==> config.mk <==
export PLATFORM = sky130hd
export DESIGN_NAME = button_debounce_multi_flat
export DESIGN_NICKNAME = d
export VERILOG_FILES = /design/src/rtl/button_debounce_multi_if.sv /design/src/rtl/button_debounce_multi.sv /design/src/flat_wrapper.sv
export SDC_FILE = /design/constraint.sdc
export NUM_CORES = 1
export LEC_CHECK = 0
export CORE_ASPECT_RATIO = 0.6
export CORE_MARGIN = 8
export CORE_UTILIZATION = 40
export CTS_BUF_LIST = sky130_fd_sc_hd__clkbuf_4
export DETAILED_ROUTE_END_ITERATION = 10
export PLACE_DENSITY_LB_ADDON = 0.12
export SYNTH_ARGS = -nofsm -noshare
export SYNTH_HDL_FRONTEND = slang
export SYNTH_SLANG_ARGS = --single-unit
==> constraint.sdc <==
create_clock -name clk -period 5.85 [get_ports clk]
set_clock_uncertainty 0.1 [all_clocks]
set_input_delay 1.755 -clock clk [delete_from_list [all_inputs] [get_ports clk]]
set_output_delay 1.755 -clock clk [all_outputs]
set_load 0.02 [all_outputs]
==> src/rtl/button_debounce_multi_if.sv <==
// Bus between the push-button front end and the debouncer: raw levels and
// shared limits in, debounced level and edge/long-press pulses out.
interface button_debounce_multi_if #(
    parameter int CHANNELS = 4,
    parameter int CNT_W    = 16,
    parameter int HOLD_W   = 24
);
    logic [CHANNELS-1:0] button_push;
    logic [CNT_W-1:0]    debounce_limit;
    logic [HOLD_W-1:0]   hold_limit;
    logic [CHANNELS-1:0] button_state;
    logic [CHANNELS-1:0] button_rise;
    logic [CHANNELS-1:0] button_fall;
    logic [CHANNELS-1:0] button_hold;

    modport master (
        output button_push, debounce_limit, hold_limit,
        input  button_state, button_rise, button_fall, button_hold
    );

    modport slave (
        input  button_push, debounce_limit, hold_limit,
        output button_state, button_rise, button_fall, button_hold
    );
endinterface

==> src/rtl/button_debounce_multi.sv <==
// Multi-channel push-button debouncer: per-channel synchroniser, threshold
// filter with no partial credit, and one-cycle rise/fall/long-press pulses.
module button_debounce_multi #(
    parameter int CHANNELS    = 4,
    parameter int SYNC_STAGES = 2,
    parameter int CNT_W       = 16,
    parameter int HOLD_W      = 24
) (
    input  logic                    clk,
    input  logic                    rst,
    button_debounce_multi_if.slave  bus
);

    // Saturating step of the long-press counter: it stops at the limit so the
    // pulse can only fire on the single transition into equality.
    function automatic logic [HOLD_W-1:0] hold_step(input logic               level,
                                                    input logic [HOLD_W-1:0] cur,
                                                    input logic [HOLD_W-1:0] lim);
        if (!level)
            return '0;
        else if (cur < lim)
            return cur + HOLD_W'(1);
        else
            return cur;
    endfunction

    function automatic logic hold_reached(input logic               level,
                                          input logic [HOLD_W-1:0] cur,
                                          input logic [HOLD_W-1:0] lim);
        return level && (cur < lim) && ((cur + HOLD_W'(1)) == lim);
    endfunction

    logic [CHANNELS-1:0] state_v;
    logic [CHANNELS-1:0] rise_v;
    logic [CHANNELS-1:0] fall_v;
    logic [CHANNELS-1:0] hold_v;

    for (genvar i = 0; i < CHANNELS; i++) begin : g_ch
        logic [SYNC_STAGES-1:0] sync_p0;
        logic                   sync_last;
        logic [CNT_W-1:0]       cnt_p1;
        logic                   state_p1;
        logic                   rise_p1;
        logic                   fall_p1;
        logic                   differ;
        logic                   expired;
        logic [HOLD_W-1:0]      hold_p2;
        logic                   hold_pulse_p2;

        // Stage 0: synchroniser chain, shifting toward the MSB.
        always_ff @(posedge clk) begin
            if (rst)
                sync_p0 <= '0;
            else
                sync_p0 <= {sync_p0[SYNC_STAGES-2:0], bus.button_push[i]};
        end

        assign sync_last = sync_p0[SYNC_STAGES-1];
        assign differ    = (sync_last != state_p1);
        assign expired   = (cnt_p1 >= bus.debounce_limit);

        // Stage 1: stability counter and debounced level. Using >= means a
        // limit lowered below the running count still produces a toggle.
        always_ff @(posedge clk) begin
            if (rst) begin
                cnt_p1   <= '0;
                state_p1 <= 1'b0;
                rise_p1  <= 1'b0;
                fall_p1  <= 1'b0;
            end else begin
                rise_p1 <= differ && expired && !state_p1;
                fall_p1 <= differ && expired && state_p1;
                if (!differ) begin
                    cnt_p1 <= '0;
                end else if (!expired) begin
                    cnt_p1 <= cnt_p1 + CNT_W'(1);
                end else begin
                    cnt_p1   <= '0;
                    state_p1 <= ~state_p1;
                end
            end
        end

        // Stage 2: long-press counter, cleared whenever the level is low.
        always_ff @(posedge clk) begin
            if (rst) begin
                hold_p2       <= '0;
                hold_pulse_p2 <= 1'b0;
            end else begin
                hold_p2       <= hold_step(state_p1, hold_p2, bus.hold_limit);
                hold_pulse_p2 <= hold_reached(state_p1, hold_p2, bus.hold_limit);
            end
        end

        assign state_v[i] = state_p1;
        assign rise_v[i]  = rise_p1;
        assign fall_v[i]  = fall_p1;
        assign hold_v[i]  = hold_pulse_p2;
    end

    assign bus.button_state = state_v;
    assign bus.button_rise  = rise_v;
    assign bus.button_fall  = fall_v;
    assign bus.button_hold  = hold_v;

endmodule

==> src/flat_wrapper.sv <==
// flat-port wrapper written by rule: the top's interface ports become plain ports
module button_debounce_multi_flat 
#(
    parameter int CHANNELS    = 4,
    parameter int SYNC_STAGES = 2,
    parameter int CNT_W       = 16,
    parameter int HOLD_W      = 24
)
  (clk, rst, bus_button_push, bus_debounce_limit, bus_hold_limit, bus_button_state, bus_button_rise, bus_button_fall, bus_button_hold);
  button_debounce_multi_if #(.CHANNELS(CHANNELS), .CNT_W(CNT_W), .HOLD_W(HOLD_W)) bus_i ();
  input  logic clk;
  input  logic rst;
  input wire logic [$bits(bus_i.button_push)-1:0] bus_button_push;
  input wire logic [$bits(bus_i.debounce_limit)-1:0] bus_debounce_limit;
  input wire logic [$bits(bus_i.hold_limit)-1:0] bus_hold_limit;
  output wire logic [$bits(bus_i.button_state)-1:0] bus_button_state;
  output wire logic [$bits(bus_i.button_rise)-1:0] bus_button_rise;
  output wire logic [$bits(bus_i.button_fall)-1:0] bus_button_fall;
  output wire logic [$bits(bus_i.button_hold)-1:0] bus_button_hold;
  assign bus_i.button_push = bus_button_push;
  assign bus_i.debounce_limit = bus_debounce_limit;
  assign bus_i.hold_limit = bus_hold_limit;
  assign bus_button_state = bus_i.button_state;
  assign bus_button_rise = bus_i.button_rise;
  assign bus_button_fall = bus_i.button_fall;
  assign bus_button_hold = bus_i.button_hold;
  button_debounce_multi #(.CHANNELS(CHANNELS), .SYNC_STAGES(SYNC_STAGES), .CNT_W(CNT_W), .HOLD_W(HOLD_W)) u_core (.clk(clk), .rst(rst), .bus(bus_i));
endmodule
==> key figures, run 1 <==
Timing
  – Post-route setup TNS: 0 ns
  – Count of final hold-check violations: 0
  – Final setup violation count: 0
  – Crit share post-route: 87.9%
  – Fmax: 0.194 GHz
  – RSZ-0062 raised after global routing: false
  – Count of pins over their slew limit: 0
  – Minimum clock period: 5.14 ns
  – Worst slew pin tran: 0.931 ns
  – Slew margin rel.: 38.0%

Global route
  – Initial antenna violation count: 5
  – Largest net degree at the start of global routing: 44
  – Gr ovfl total: 0
  – Total GRT Usage: 21.9%
  – Vias in the first global route: 11881
  – Global-route wire length before repair: 72500 um

Synth
  – Cell count after synthesis: 1780
  – Post-synth ARST share: 0%
  – Synth Register Bits: 184
  – Synth cell types: 78
  – Syn. warnings: 0
  – Post-synth top flop: dfxtp_1
  – Syn avg cell area: 8.16 um^2
  – Syn Std Cell Area: 0.0145 mm^2
  – Syn Nets: 1994
  – Post-synth EDFFs: 0
  – Post-synthesis sequential area ratio: 25.4%

Cells and area
  – Commonest non-fill, non-tap cells in the layout: 184 x dfxtp_1, 168 x ha_1, 156 x nor2_1, 150 x xnor2_1, 104 x a21oi_1
  – Post-Layout Cell Count: 2267
  – Fillers: 3645
  – Final Util: 43.7%
  – Most common library cell in the layout ignoring fill and taps: dfxtp_1
  – Nets@finish: 1991
  – Share of cells above drive strength 1: 5.75%
  – Area Overhead vs Synth: 8.46%

Drt
  – Vias per cell: 5.85
  – Antenna viol nets, final: 0
  – Routed len/inst: 20.8 um
  – Initial DRC count: 1490
  – Drt first pass iters: 5
  – Via count: 13251
  – Residual DRC count: 0
  – Routed Wire Length: 47100 um

Clocking
  – Inserted Clock Buffers: 17
  – CTS tree: yes
  – Clock Sinks: 184
  – CTS resizes: 0
  – CTS hold repair buffers: 0
  – Skew-Pair Late Insertion Delay: 0.63 ns
  – Clk root buf: clkbuf_4
  – CTS HTree Levels: 4
  – Post-CTS Repair Setup Buffers: 0
  – Clock Pin Slew Worst Setup and Hold Paths: 0.17 ns
  – Clock Tree Buf Depth: 2

Critical path
  – Critical Path Fanout Max: 6
  – Flop2flop setup slack: 1.86 ns
  – R2r endpoint: u_core.g_ch[2].hold_pulse_p2$_SDFF_PP0_
  – Most used cell, CP: a21o_1
  – Setup Crit Path Kind: input port to register
  – Crit path depth: 10
  – Worst reg2reg path startpoint: u_core.g_ch[2].hold_p2[0]$_SDFFE_PP0N_
  – Start point of the critical path: bus_hold_limit[8]
  – Buf+Inv Stages, Crit Path: 2
  – Family with the most delay on the worst path: compound AO/OA/AOI/OAI gates
  – CP Launch Type: input port
  – R2R cell count: 8
  – CP Cell Sequence: clkdlybuf4s50_1 -> inv_1 -> ha_1 -> a21o_1 -> a21o_1 -> a21o_1 -> a211o_1 -> o221ai_1 -> nand2_1 -> a2111oi_1
  – CP endpoint: u_core.g_ch[2].hold_pulse_p2$_SDFF_PP0_
  – Worst Setup End Kind: register
  – Slowest CP cell: a2111oi_1
  – Worst path max stage delay: 0.88 ns
  – CP arrival: 5.48 ns
  – Req. time, crit path: 6.19 ns

Power and ir drop
  – Peak supply drop: 108 uV
  – Sw Pwr: 0.668 mW
  – P per Cell Area: 146 mW/mm^2
  – Leak: 6.09 nW
  – Switch share: 29.0%
  – Clock share of power: 34.0%
  – Int Pwr: 1.64 mW
  – Power share of the combinational group: 11.3%
  – Flop pwr share: 54.7%

Job
  – Max-cap violations: 0

Placed design
  – IO Port Bufs: 61
  – Cell count after placement: 2234
  – Post-DP HPWL: 36900 um
  – Routability Congestion: 0.948

Worst hold path
  – Min-Delay Path Class: register to register

Floorplan
  – Starting Density: 40.3%
  – FP Rows: 54
  – Io pins: 62
  – Die Ht: 164 um
  – Die area: 0.0429 mm^2
  – Core Area: 0.0361 mm^2
  – Die Wd: 262 um

Run status
  – Status: finished clean
-- cell usage after synthesis (5+ instances only) --
| master | number | area, um^2 |
|---|---|---|
| clkbuf_1 | 64 | 240 |
| nor2_1 | 156 | 586 |
| nor4b_1 | 8 | 70.1 |
| nor3b_1 | 10 | 75.1 |
| dfxtp_1 | 184 | 3680 |
| nor2b_1 | 18 | 113 |
| nand3b_1 | 6 | 45.0 |
| nand2b_1 | 19 | 119 |
| and3_1 | 41 | 257 |
| nand2_1 | 84 | 315 |
| a211oi_1 | 13 | 97.6 |
| nor3_1 | 42 | 210 |
| clkbuf_2 | 5 | 25.0 |
| xor2_1 | 70 | 613 |
| nor2_4 | 8 | 90.1 |
| o21ai_0 | 61 | 305 |
| o21a_1 | 6 | 45.0 |
| inv_1 | 65 | 244 |
| or4_1 | 32 | 240 |
| or3_1 | 35 | 219 |
| ha_1 | 168 | 2100 |
| xnor2_1 | 150 | 1310 |
| buf_4 | 19 | 143 |
| buf_2 | 31 | 155 |
| o31ai_1 | 27 | 203 |
| nand3_1 | 85 | 425 |
| a21o_1 | 43 | 323 |
| o211ai_1 | 13 | 97.6 |
| nand4_1 | 55 | 344 |
| a21oi_1 | 105 | 526 |
| a31oi_1 | 12 | 75.1 |
| and4_1 | 25 | 219 |
| mux2i_1 | 10 | 100 |
| nor4_1 | 24 | 150 |
-- metal layers --
layer / track usage (%) / vias to the layer above / part of all wire (%)
met3: 6.42 / 30 / 9.5
met4: 3.91 / 2 / 1.1
li1: - / 6423 / -
met2: 26.1 / 508 / 35
met5: 0 / - / 0.015
met1: 36.3 / 6288 / 55
-- power groups by stage --
stage / Sequential, mW / Clock, mW / Combinational, mW
after floorplan: 1.29 / 0 / 0.148
after global placement: 1.29 / 0 / 0.251
after detailed placement: 1.29 / 0 / 0.254
after CTS: 1.26 / 0.814 / 0.256
after global routing: 1.26 / 0.867 / 0.283
final: 1.26 / 0.784 / 0.260
-- worst min path at each step --
stage	slack, ns	to	cells past startpoint	startpoint
final	0.35	u_core.g_ch[1].sync_p0[1]$_SDFF_PP0_	1	u_core.g_ch[1].sync_p0[0]$_SDFF_PP0_
after global routing	0.38	u_core.g_ch[2].sync_p0[1]$_SDFF_PP0_	1	u_core.g_ch[2].sync_p0[0]$_SDFF_PP0_
after CTS	0.36	u_core.g_ch[1].sync_p0[1]$_SDFF_PP0_	1	u_core.g_ch[1].sync_p0[0]$_SDFF_PP0_
after detailed placement	0.33	u_core.g_ch[1].sync_p0[1]$_SDFF_PP0_	1	u_core.g_ch[1].sync_p0[0]$_SDFF_PP0_
after global placement	0.32	u_core.g_ch[2].sync_p0[1]$_SDFF_PP0_	1	u_core.g_ch[2].sync_p0[0]$_SDFF_PP0_
after floorplan	0.31	u_core.g_ch[0].sync_p0[1]$_SDFF_PP0_	1	u_core.g_ch[0].sync_p0[0]$_SDFF_PP0_
-- flip-flops by register name (all words and copies together), names as in the netlist --
name / cells
u_core.g_ch.fall_p1: 4
u_core.g_ch.sync_p0: 8
u_core.g_ch.hold_pulse_p2: 4
u_core.g_ch.cnt_p1: 64
u_core.g_ch.hold_p2: 96
u_core.g_ch.state_p1: 4
u_core.g_ch.rise_p1: 4
-- stage by stage --
| stage | total power, mW | setup WS, ns | hold WS, ns | instance area (um^2) |
|---|---|---|---|---|
| detailed placement | 1.54 | 0.299 | 0.327 | 15500 |
| finish | 2.30 | 0.708 | 0.349 | 15800 |
| global route | 2.41 | 0.754 | 0.376 | 15800 |
| floorplan | 1.43 | 1.45 | 0.314 | 14500 |
| global placement | 1.54 | 0.304 | 0.319 | 15500 |
| CTS | 2.33 | 0.990 | 0.356 | 15700 |
-- logic make-up after synthesis --
| kind of cell | Yosys count | share of synthesized area, % |
|---|---|---|
| flip-flops | 184 | 25.4 |
| AND/OR/NAND/NOR | 672 | 25.4 |
| adder cells (fa/ha/maj) | 168 | 14.5 |
| AO/OA/AOI/OAI | 336 | 14.9 |
| multiplexers | 11 | 0.767 |
| XOR/XNOR | 220 | 13.3 |
| buffers and inverters | 189 | 5.82 |
-- final cells by class --
type | instances | area (um^2) | area share, %
Sequential cell | 184 | 3680 | 23.4
Clock buffer | 19 | 143 | 0.906
Clock inverter | 13 | 146 | 0.929
Multi-Input combinational cell | 1407 | 10000 | 63.6
Inverter | 65 | 244 | 1.55
Antenna cell | 1 | 2.50 | 0.0159
Tap cell | 476 | 596 | 3.78
Timing Repair Buffer | 102 | 918 | 5.83
(Power assumes the default switching activity.)
==> run 2: changes to the inputs <==
--- a/config.mk
+++ b/config.mk
@@ -7,9 +7,10 @@
 export LEC_CHECK = 0
 export CORE_ASPECT_RATIO = 0.6
 export CORE_MARGIN = 8
-export CORE_UTILIZATION = 40
+export CORE_UTILIZATION = 35
 export CTS_BUF_LIST = sky130_fd_sc_hd__clkbuf_4
 export DETAILED_ROUTE_END_ITERATION = 10
+export GPL_ROUTABILITY_DRIVEN = 0
 export PLACE_DENSITY_LB_ADDON = 0.12
 export SYNTH_ARGS = -nofsm -noshare
 export SYNTH_HDL_FRONTEND = slang
==> run 2 against run 1 <==
Against the previous run: fmax decreased by 3.5%; critical path type unchanged; core utilization decreased by 4.6 points; routed wire length increased by 5.3%; via count about the same; largest power group unchanged; non-clock buffer count increased by 5; worst setup slack got worse by 0.18 ns; highest routed layer is now met4; worst hold slack improved by 0.0054 ns; combinational power about the same; first-iteration DRC count increased by 0.81%; sequential share of layout area decreased by 0.20 points; register-to-register slack got worse by 0.27 ns; final area increased by 0.85%.
==> key figures, run 2 (synthesis results as in run 1) <==
Run status
  – Status: finished clean (unchanged)

Timing
  – Fmax: 0.188 GHz (was 0.194 GHz)
  – Post-route setup TNS: 0 ns (unchanged)
  – RSZ-0062 raised after global routing: false (unchanged)
  – Count of final hold-check violations: 0 (unchanged)
  – Slew margin rel.: 13.7% (was 38.0%)
  – Worst setup margin: 0.524 ns (was 0.708 ns)
  – Final setup violation count: 0 (unchanged)
  – Minimum clock period: 5.33 ns (was 5.14 ns)
  – Crit share post-route: 91.0% (was 87.9%)
  – Count of pins over their slew limit: 0 (unchanged)
  – Worst slew pin tran: 1.28 ns (was 0.931 ns)
  – Hold_ws: 0.355 ns (was 0.349 ns)

Drt
  – Routed Wire Length: 49600 um (was 47100 um)
  – Routed len/inst: 21.1 um (was 20.8 um)
  – Initial DRC count: 1502 (was 1490)
  – Residual DRC count: 0 (unchanged)
  – Via count: 13244 (was 13251)
  – Drt first pass iters: 5 (unchanged)
  – Vias per cell: 5.62 (was 5.85)
  – Antenna viol nets, final: 0 (unchanged)

Global route
  – Global-route wire length before repair: 74200 um (was 72500 um)
  – Total GRT Usage: 19.8% (was 21.9%)
  – Initial antenna violation count: 2 (was 5)
  – Largest net degree at the start of global routing: 44 (unchanged)
  – Vias in the first global route: 11554 (was 11881)
  – Gr ovfl total: 0 (unchanged)

Cells and area
  – Area of the multi-input gates: 0.0100 mm^2 (unchanged)
  – Post-Layout Cell Count: 2355 (was 2267)
  – Share of cells above drive strength 1: 6.08% (was 5.75%)
  – Area Overhead vs Synth: 9.38% (was 8.46%)
  – Largest registers: u_core.g_ch.hold_p2 (96), u_core.g_ch.cnt_p1 (64), u_core.g_ch.sync_p0 (8) (unchanged)
  – Nets@finish: 1996 (was 1991)
  – Max reg flops: 96 (unchanged)
  – Final Util: 39.0% (was 43.7%)
  – Fillers: 4183 (was 3645)
  – Commonest non-fill, non-tap cells in the layout: 184 x dfxtp_1, 168 x ha_1, 156 x nor2_1, 150 x xnor2_1, 104 x a21oi_1 (unchanged)
  – Most common library cell in the layout ignoring fill and taps: dfxtp_1 (unchanged)
  – Post-Layout Inst Area: 0.0159 mm^2 (was 0.0158 mm^2)
  – FF/Latch Area: 0.00368 mm^2 (unchanged)
  – Largest Register: u_core.g_ch.hold_p2 (unchanged)

Floorplan
  – Die Wd: 279 um (was 262 um)
  – Die Ht: 174 um (was 164 um)
  – Core Area: 0.0407 mm^2 (was 0.0361 mm^2)
  – FP Rows: 57 (was 54)
  – Starting Density: 35.7% (was 40.3%)
  – Die area: 0.0485 mm^2 (was 0.0429 mm^2)
  – Io pins: 62 (unchanged)

Clocking
  – Clock Pin Slew Worst Setup and Hold Paths: 0.16 ns (was 0.17 ns)
  – CTS hold repair buffers: 0 (unchanged)
  – Inserted Clock Buffers: 17 (unchanged)
  – CTS tree: yes (unchanged)
  – Clock Sinks: 184 (unchanged)
  – CTS HTree Levels: 4 (unchanged)
  – CTS resizes: 0 (unchanged)
  – Clock Tree Buf Depth: 2 (unchanged)
  – Post-CTS Repair Setup Buffers: 0 (unchanged)
  – Clk root buf: clkbuf_4 (unchanged)
  – Skew-Pair Late Insertion Delay: 0.64 ns (was 0.63 ns)

Critical path
  – CP Cell Sequence: clkdlybuf4s50_1 -> inv_1 -> ha_1 -> a21o_1 -> a211o_1 -> o221ai_1 -> nand2_1 -> a2111oi_1 (was clkdlybuf4s50_1 -> inv_1 -> ha_1 -> a21o_1 -> a21o_1 -> a21o_1 -> a211o_1 -> o221ai_1 -> nand2_1 -> a2111oi_1)
  – Worst Setup End Kind: register (unchanged)
  – Slowest CP cell: a2111oi_1 (unchanged)
  – Critical Path Fanout Max: 6 (unchanged)
  – Setup Crit Path Kind: input port to register (unchanged)
  – Req. time, crit path: 6.18 ns (was 6.19 ns)
  – CP Launch Type: input port (unchanged)
  – Worst path max stage delay: 0.99 ns (was 0.88 ns)
  – CP arrival: 5.66 ns (was 5.48 ns)

Power and ir drop
  – Peak supply drop: 109 uV (was 108 uV)
  – Leak: 6.11 nW (was 6.09 nW)
  – P per Cell Area: 146 mW/mm^2 (about the same)
  – Pwr Total: 2.32 mW (was 2.30 mW)

Placed design
  – IO Port Bufs: 61 (unchanged)
  – Post-DP HPWL: 38800 um (was 36900 um)
  – Placed inst area: 0.0156 mm^2 (was 0.0155 mm^2)
  – Dpl ws: 0.0119 ns (was 0.299 ns)
  – Cell count after placement: 2323 (was 2234)

Job
  – Max-cap violations: 0 (unchanged)

Worst hold path
  – Min-Delay Path Class: register to register (unchanged)
## run 2: report_power, final
part           internal [mW]  switching [mW]  total [mW]
logic                  0.108           0.155       0.263
registers               1.26         0.00207        1.26
clock network          0.263           0.534       0.797
## run 2: critical path, delay by kind of cell
kind	cells	cell delay, ns
AOI/OAI and AO/OA	4	2.22
buffers and inverters	2	1.08
adders and majority gates	1	0.37
and+or+nand+nor	1	0.22
## run 2: final cells by class
cell class | count | share of cell area, %
inverters | 65 | 1.54
diodes | 1 | 0.0158
multi-input cells | 1407 | 63.1
flip-flops and latches | 184 | 23.2
repair buffers | 107 | 6.02
clock buffers | 18 | 0.851
clock inverters | 13 | 0.914
well taps | 560 | 4.41
## run 2: worst paths after layout
path	startpoint	end	slack, ns	depth (start not counted)
max reg2reg	u_core.g_ch[2].hold_p2[1]$_SDFFE_PP0N_	u_core.g_ch[2].hold_pulse_p2$_SDFF_PP0_	1.59	8
min	u_core.g_ch[2].sync_p0[0]$_SDFF_PP0_	u_core.g_ch[2].sync_p0[1]$_SDFF_PP0_	0.35	1
max	bus_hold_limit[6]	u_core.g_ch[2].hold_pulse_p2$_SDFF_PP0_	0.52	8
min reg2reg	u_core.g_ch[2].sync_p0[0]$_SDFF_PP0_	u_core.g_ch[2].sync_p0[1]$_SDFF_PP0_	0.35	1
## run 2: routing by layer
metal	global-route usage (%)	routed length, um
met5	0	0
met4	3.19	447
met3	4.46	4360
met2	23.0	16900
met1	34.2	27900
==> run 3: changes to the inputs <==
--- a/config.mk
+++ b/config.mk
@@ -12,6 +12,8 @@
 export DETAILED_ROUTE_END_ITERATION = 10
 export GPL_ROUTABILITY_DRIVEN = 0
 export PLACE_DENSITY_LB_ADDON = 0.12
+export SETUP_SLACK_MARGIN = 0.3
+export SLEW_MARGIN = 5
 export SYNTH_ARGS = -nofsm -noshare
 export SYNTH_HDL_FRONTEND = slang
 export SYNTH_SLANG_ARGS = --single-unit
==> results of run 3 <==
Same layout as run 2: the final DEF is identical, and so are final timing and power.
